[src/rtl/mem_burst_writer.sv]
// ---------------------------------------------------------------------------
// mem_burst_writer
//
// Purpose:
//   Takes a burst command (base address + length) and a valid/ready data
//   stream, and turns each accepted data word into one write on the write
//   port of an inferred embedded RAM. Addresses advance sequentially from the
//   base address and wrap modulo the RAM depth. The RAM enable is only high
//   on cycles that actually carry a write, so the memory stays idle the rest
//   of the time.
//
// Parameters:
//   ADDR_W - RAM address width (depth = 2**ADDR_W)
//   DATA_W - RAM data width
//
// Ports:
//   clk        : clock, all logic on the rising edge
//   rst        : synchronous active-high reset
//   cmd_valid  : burst command valid
//   cmd_ready  : writer can accept a command (IDLE, not in reset)
//   cmd_addr   : burst base address
//   cmd_len    : burst length in words (0 allowed)
//   s_valid    : write data valid
//   s_ready    : writer accepts data (WRITE, not in reset)
//   s_data     : write data word
//   mem_en     : RAM enable (registered)
//   mem_we     : RAM write enable (registered)
//   mem_addr   : RAM address (registered)
//   mem_din    : RAM write data (registered)
//   busy       : high while a burst is in progress (WRITE or DONE)
//   done       : one-cycle pulse at burst completion
// ---------------------------------------------------------------------------
module mem_burst_writer #(
    parameter int ADDR_W = 3,
    parameter int DATA_W = 16
) (
    input  logic              clk,
    input  logic              rst,
    input  logic              cmd_valid,
    output logic              cmd_ready,
    input  logic [ADDR_W-1:0] cmd_addr,
    input  logic [ADDR_W:0]   cmd_len,
    input  logic              s_valid,
    output logic              s_ready,
    input  logic [DATA_W-1:0] s_data,
    output logic              mem_en,
    output logic              mem_we,
    output logic [ADDR_W-1:0] mem_addr,
    output logic [DATA_W-1:0] mem_din,
    output logic              busy,
    output logic              done
);

    typedef enum logic [1:0] {
        ST_IDLE  = 2'd0,
        ST_WRITE = 2'd1,
        ST_DONE  = 2'd2
    } state_t;

    localparam logic [ADDR_W:0] LEN_ONE = (ADDR_W + 1)'(1);

    state_t              state_q;
    logic [ADDR_W-1:0]   cur_addr_q;
    logic [ADDR_W-1:0]   cur_addr_d;
    logic [ADDR_W:0]     remaining_q;
    logic [ADDR_W:0]     remaining_d;
    logic                mem_en_q;
    logic                mem_we_q;
    logic [ADDR_W-1:0]   mem_addr_q;
    logic [DATA_W-1:0]   mem_din_q;
    logic                done_q;
    logic                beat;

    // Handshake readies come straight from the state register; they are
    // forced low while reset is asserted so nothing is accepted on that edge.
    assign cmd_ready = ~rst & (state_q == ST_IDLE);
    assign s_ready   = ~rst & (state_q == ST_WRITE);
    assign beat      = s_valid & s_ready;

    // Address wraps naturally through the ADDR_W-bit adder.
    assign cur_addr_d  = cur_addr_q + ADDR_W'(1);
    assign remaining_d = remaining_q - LEN_ONE;

    always_ff @(posedge clk) begin
        if (rst) begin
            state_q     <= ST_IDLE;
            cur_addr_q  <= '0;
            remaining_q <= '0;
            mem_en_q    <= 1'b0;
            mem_we_q    <= 1'b0;
            mem_addr_q  <= '0;
            mem_din_q   <= '0;
            done_q      <= 1'b0;
        end else begin
            // Enable/write-enable and done are single-cycle by default;
            // mem_addr/mem_din hold their last values between writes.
            mem_en_q <= 1'b0;
            mem_we_q <= 1'b0;
            done_q   <= 1'b0;

            case (state_q)
                ST_IDLE: begin
                    if (cmd_valid && cmd_ready) begin
                        cur_addr_q  <= cmd_addr;
                        remaining_q <= cmd_len;
                        if (cmd_len == '0) begin
                            // Empty burst: go straight to completion.
                            state_q <= ST_DONE;
                            done_q  <= 1'b1;
                        end else begin
                            state_q <= ST_WRITE;
                        end
                    end
                end

                ST_WRITE: begin
                    if (beat) begin
                        mem_en_q    <= 1'b1;
                        mem_we_q    <= 1'b1;
                        mem_addr_q  <= cur_addr_q;
                        mem_din_q   <= s_data;
                        cur_addr_q  <= cur_addr_d;
                        remaining_q <= remaining_d;
                        if (remaining_q == LEN_ONE) begin
                            // done is registered on the same edge as the
                            // final write so both appear together.
                            state_q <= ST_DONE;
                            done_q  <= 1'b1;
                        end
                    end
                end

                ST_DONE: begin
                    state_q <= ST_IDLE;
                end

                default: begin
                    state_q <= ST_IDLE;
                end
            endcase
        end
    end

    assign mem_en   = mem_en_q;
    assign mem_we   = mem_we_q;
    assign mem_addr = mem_addr_q;
    assign mem_din  = mem_din_q;
    assign done     = done_q;
    assign busy     = (state_q != ST_IDLE);

endmodule

[config.mk]
export PLATFORM = sky130hd
export DESIGN_NAME = mem_burst_writer
export DESIGN_NICKNAME = d
export VERILOG_FILES = /design/src/rtl/mem_burst_writer.sv
export SDC_FILE = /design/constraint.sdc
export NUM_CORES = 1
export LEC_CHECK = 0
export CORE_MARGIN = 2
export CORE_UTILIZATION = 42
export DETAILED_ROUTE_END_ITERATION = 12
export PLACE_DENSITY_LB_ADDON = 0.05
export SYNTH_ARGS = -nofsm -noshare
export SYNTH_HDL_FRONTEND = slang
export SYNTH_SLANG_ARGS = --single-unit
[constraint.sdc]
create_clock -name clk -period 1.7 [get_ports clk]
set_input_delay 0.255 -clock clk [delete_from_list [all_inputs] [get_ports clk]]
set_output_delay 0.255 -clock clk [all_outputs]
set_load 0.005 [all_outputs]
==> flow_summary_export.csv <==
group,metric,value,unit
placement,placed_cells,231,
grt,grt_antenna_before_repair,0,
cts,cts.sinks,30,
synth,synth_nets,181,
synth,ys.warnings.count,0,
synth,yosysMostFrequentCell,"nand2_1",
cts,worstSkewPairLatency,0.32,ns
setup_path,reg2reg_to,"remaining_q[1]",
synth,async_flop_share,0,
cts,ctsRootBufferMaster,"clkbuf_4",
floorplanning,rows,20,
sta,drv_slew,0,
grt,grt_pass1_vias,1225,
floorplanning,initial_core_util,0.4354,
synth,yosysTopAreaCell,"dfxtp_1",
worst_hold_path,worst_hold_path.endpoint,"mem_addr[2]",
synth,ys.flop_type,"dfxtp_1",
sta,fmax,0.6413,GHz
synth,synthAdderAreaFrac,0.02871,
detailed_routing,wl_per_cell,13.38,um
detailed_routing,drcViolationCount,0,
sta,worstMarginPinSlew,0.4687,ns
worst_hold_path,min_from,"mem_addr[2]",
setup_path,cpMaxStageDelayCell,"clkdlybuf4s50_1",
detailed_routing,wl,3211,um
setup_path,r2r-start,"state_q[1]",
synth,syn_inst,151,
synth,synth_area_leaders,"dfxtp_1 (46%), nand2_1 (11%), a21oi_1 (8.4%)",
detailed_routing,vias_per_cell,5.213,
sta,slew_headroom,0.6868,
setup_path,cp_cell_sequence,"clkdlybuf4s50_1, buf_4, or2_1, a2111oi_1, a211oi_1",
sta,fin_crit,1.559,ns
synth,synth_compound_area_frac,0.1923,
run,drv_cap,0,
cells_and_area,finish.net_count,236,
setup_path,cp.required,1.90,ns
setup_path,path_buf_inv,2,
synth,ys_seq_area_frac,0.4593,
cts,ctsHoldBuffers,0,
floorplanning,io_pins,52,
status,status,"complete, no violations",
placement,placed_area,1836,um2
sta,skew,0.004687,ns
synth,postSynthAreaPerCell,8.659,um2
worst_hold_path,hold_class,"reg2reg",
cts,path_clk_slew,0.09,ns
synth,ys_types,31,
setup_path,rr_worst_depth,4,
sta,setup_viol,0,
sta,rsz0062_at_grt,"no",
setup_path,worstSetupPathType,"in2reg",
placement,io_buffers,51,
floorplanning,die_w,59.80,um
power_and_ir_drop,finalPower,1.520,mW
cells_and_area,fin_cells,240,
worst_hold_path,hold_depth,2,
setup_path,critPathArrivalTime,1.76,ns
setup_path,crit_family,"buffers and inverters",
cells_and_area,n_antenna_cell,0,
synth,synth_area,1308,um2
cts,cts_max_path_buffers,2,
grt,overflow,0,
setup_path,start_kind,"input pin",
cts,cts_tree,"built",
sta,fin_hold_ws,0.4570,ns
detailed_routing,first_pass_iters,4,
grt,grt_pass1_wl,5168,um
synth,synth_seq_cells,30,
cells_and_area,design_area,1909,um2
synth,synthSimpleGateAreaFrac,0.1971,
setup_path,crit_path_max_incr_delay,0.49,ns
cts,cts_buffers,5,
grt,grt_max_degree,22,
detailed_routing,via_count,1251,
cells_and_area,layout-drive-gt1-share,0.1111,
placement,dpl.hpwl,2448,um
sta,hold_violations,0,
floorplanning,die_height,59.80,um
synth,synth_top_family_by_area,"simple AND/OR/NAND/NOR gates",
placement,pre_cts_slack,-0.2187,ns
cts,ctsHtreeMaxLevel,2,
power_and_ir_drop,power_density,796.0,nW/um2
power_and_ir_drop,p_leak,0.7070,nW
setup_path,cp_max_fo,8,
detailed_routing,dr.first_iter.drc_count,65,
sta,period_share,0.9173,
cells_and_area,areaGrowthSynthToFinish,46.03,%
placement,gp_congestion,0.8239,
grt,grt_util_all_layers,0.1958,
setup_path,endpoint_kind,"flip-flop",
synth,synth_xor_area_frac,0,
floorplanning,fp.coreArea,3003,um2
power_and_ir_drop,ir_drop,0.0005112,V
synth,synthTopCellsByCount,"nand2_1 (40), dfxtp_1 (30), a21oi_1 (22)",
setup_path,r2r_slack,0.26,ns
synth,synth_edf_count,0,
synth,yosysTopAreaCellShare,0.4593,
detailed_routing,drtAntennaViolNets,0,
floorplanning,design.die.area,3575,um2
sta,setup_ws,0.1406,ns
synth,synth_mux_area_frac,0.04689,
worst reg2reg max path, delay by kind of cell, from the launching register on:
family | cells | cell delay [ns]
buffers and inverters | 1 | 0.18
flip-flops | 1 | 0.38
AND/OR/NAND/NOR | 1 | 0.15
AO/OA/AOI/OAI | 2 | 0.61
placed cells by master, fill, tap and decap left out, types with 3 or more instances in the layout:
cell	count
dlygate4sd2_1	3
inv_1	5
a32o_1	4
o211ai_1	3
nor2_1	4
buf_4	8
clkbuf_4	5
clkdlybuf4s50_1	48
ha_1	3
nand2_1	40
a21oi_1	22
dfxtp_1	28
flip-flops by register name (all words and copies together), names as in the netlist:
name / cells
remaining_q: 4
mem_we: 1
state_q: 2
mem_din: 16
mem_addr: 3
cur_addr_q: 3
done: 1
cell families (layout without fill, tap and decap cells):
kind of cell,Yosys count,in the layout
compound gates,39,39
fa+ha+maj,3,3
buf+inv,17,73
flops,30,30
mux,5,5
simple gates,57,57
per-stage QoR:
stage / utilization / TNS [ns]
finish: 0.6358 / 0
global route: 0.6358 / 0
CTS: 0.6358 / 0
detailed placement: 0.6113 / -1.952
global placement: 0.6113 / -0.1895
floorplan: - / 0
area by class of cell:
class / instances / area (um2)
clock buffer: 7 / 55.05
tap: 33 / 41.29
timing repair buffer: 59 / 566.8
multi-input combinational: 104 / 613.1
inverter: 6 / 22.52
fill: 291 / 1094
sequential: 30 / 605.6
clock inverter: 1 / 5.005
power breakdown:
group	leakage [nW]	internal, mW	switching [mW]
registers	0.245	0.739	0.0298
clock network	0.0353	0.200	0.235
logic	0.427	0.181	0.135
total	0.707	1.12	0.400
worst max path at each step:
stage,startpoint,end,cells past startpoint
2_1_floorplan,remaining_q[0],remaining_q[2],5
3_3_place_gp,rst,remaining_q[1],5
3_5_place_dp,rst,remaining_q[1],5
4_1_cts,rst,remaining_q[1],5
5_1_grt,rst,remaining_q[1],5
6_report,rst,remaining_q[1],5
what timing repair did:
action,4_1_cts,5_1_grt
buffers inserted,1,0
endpoints found under the setup margin,3,0
resized for setup,7,0
per-layer routing:
layer  track usage  share of wire  up-vias
li1              -              -      633
met1        0.1952           0.42      574
met2        0.3665           0.50       38
met3       0.06710          0.061        6
met4       0.07619          0.016        0
met5             0              0        -
Note: power is estimated with default switching activity, not from simulation.
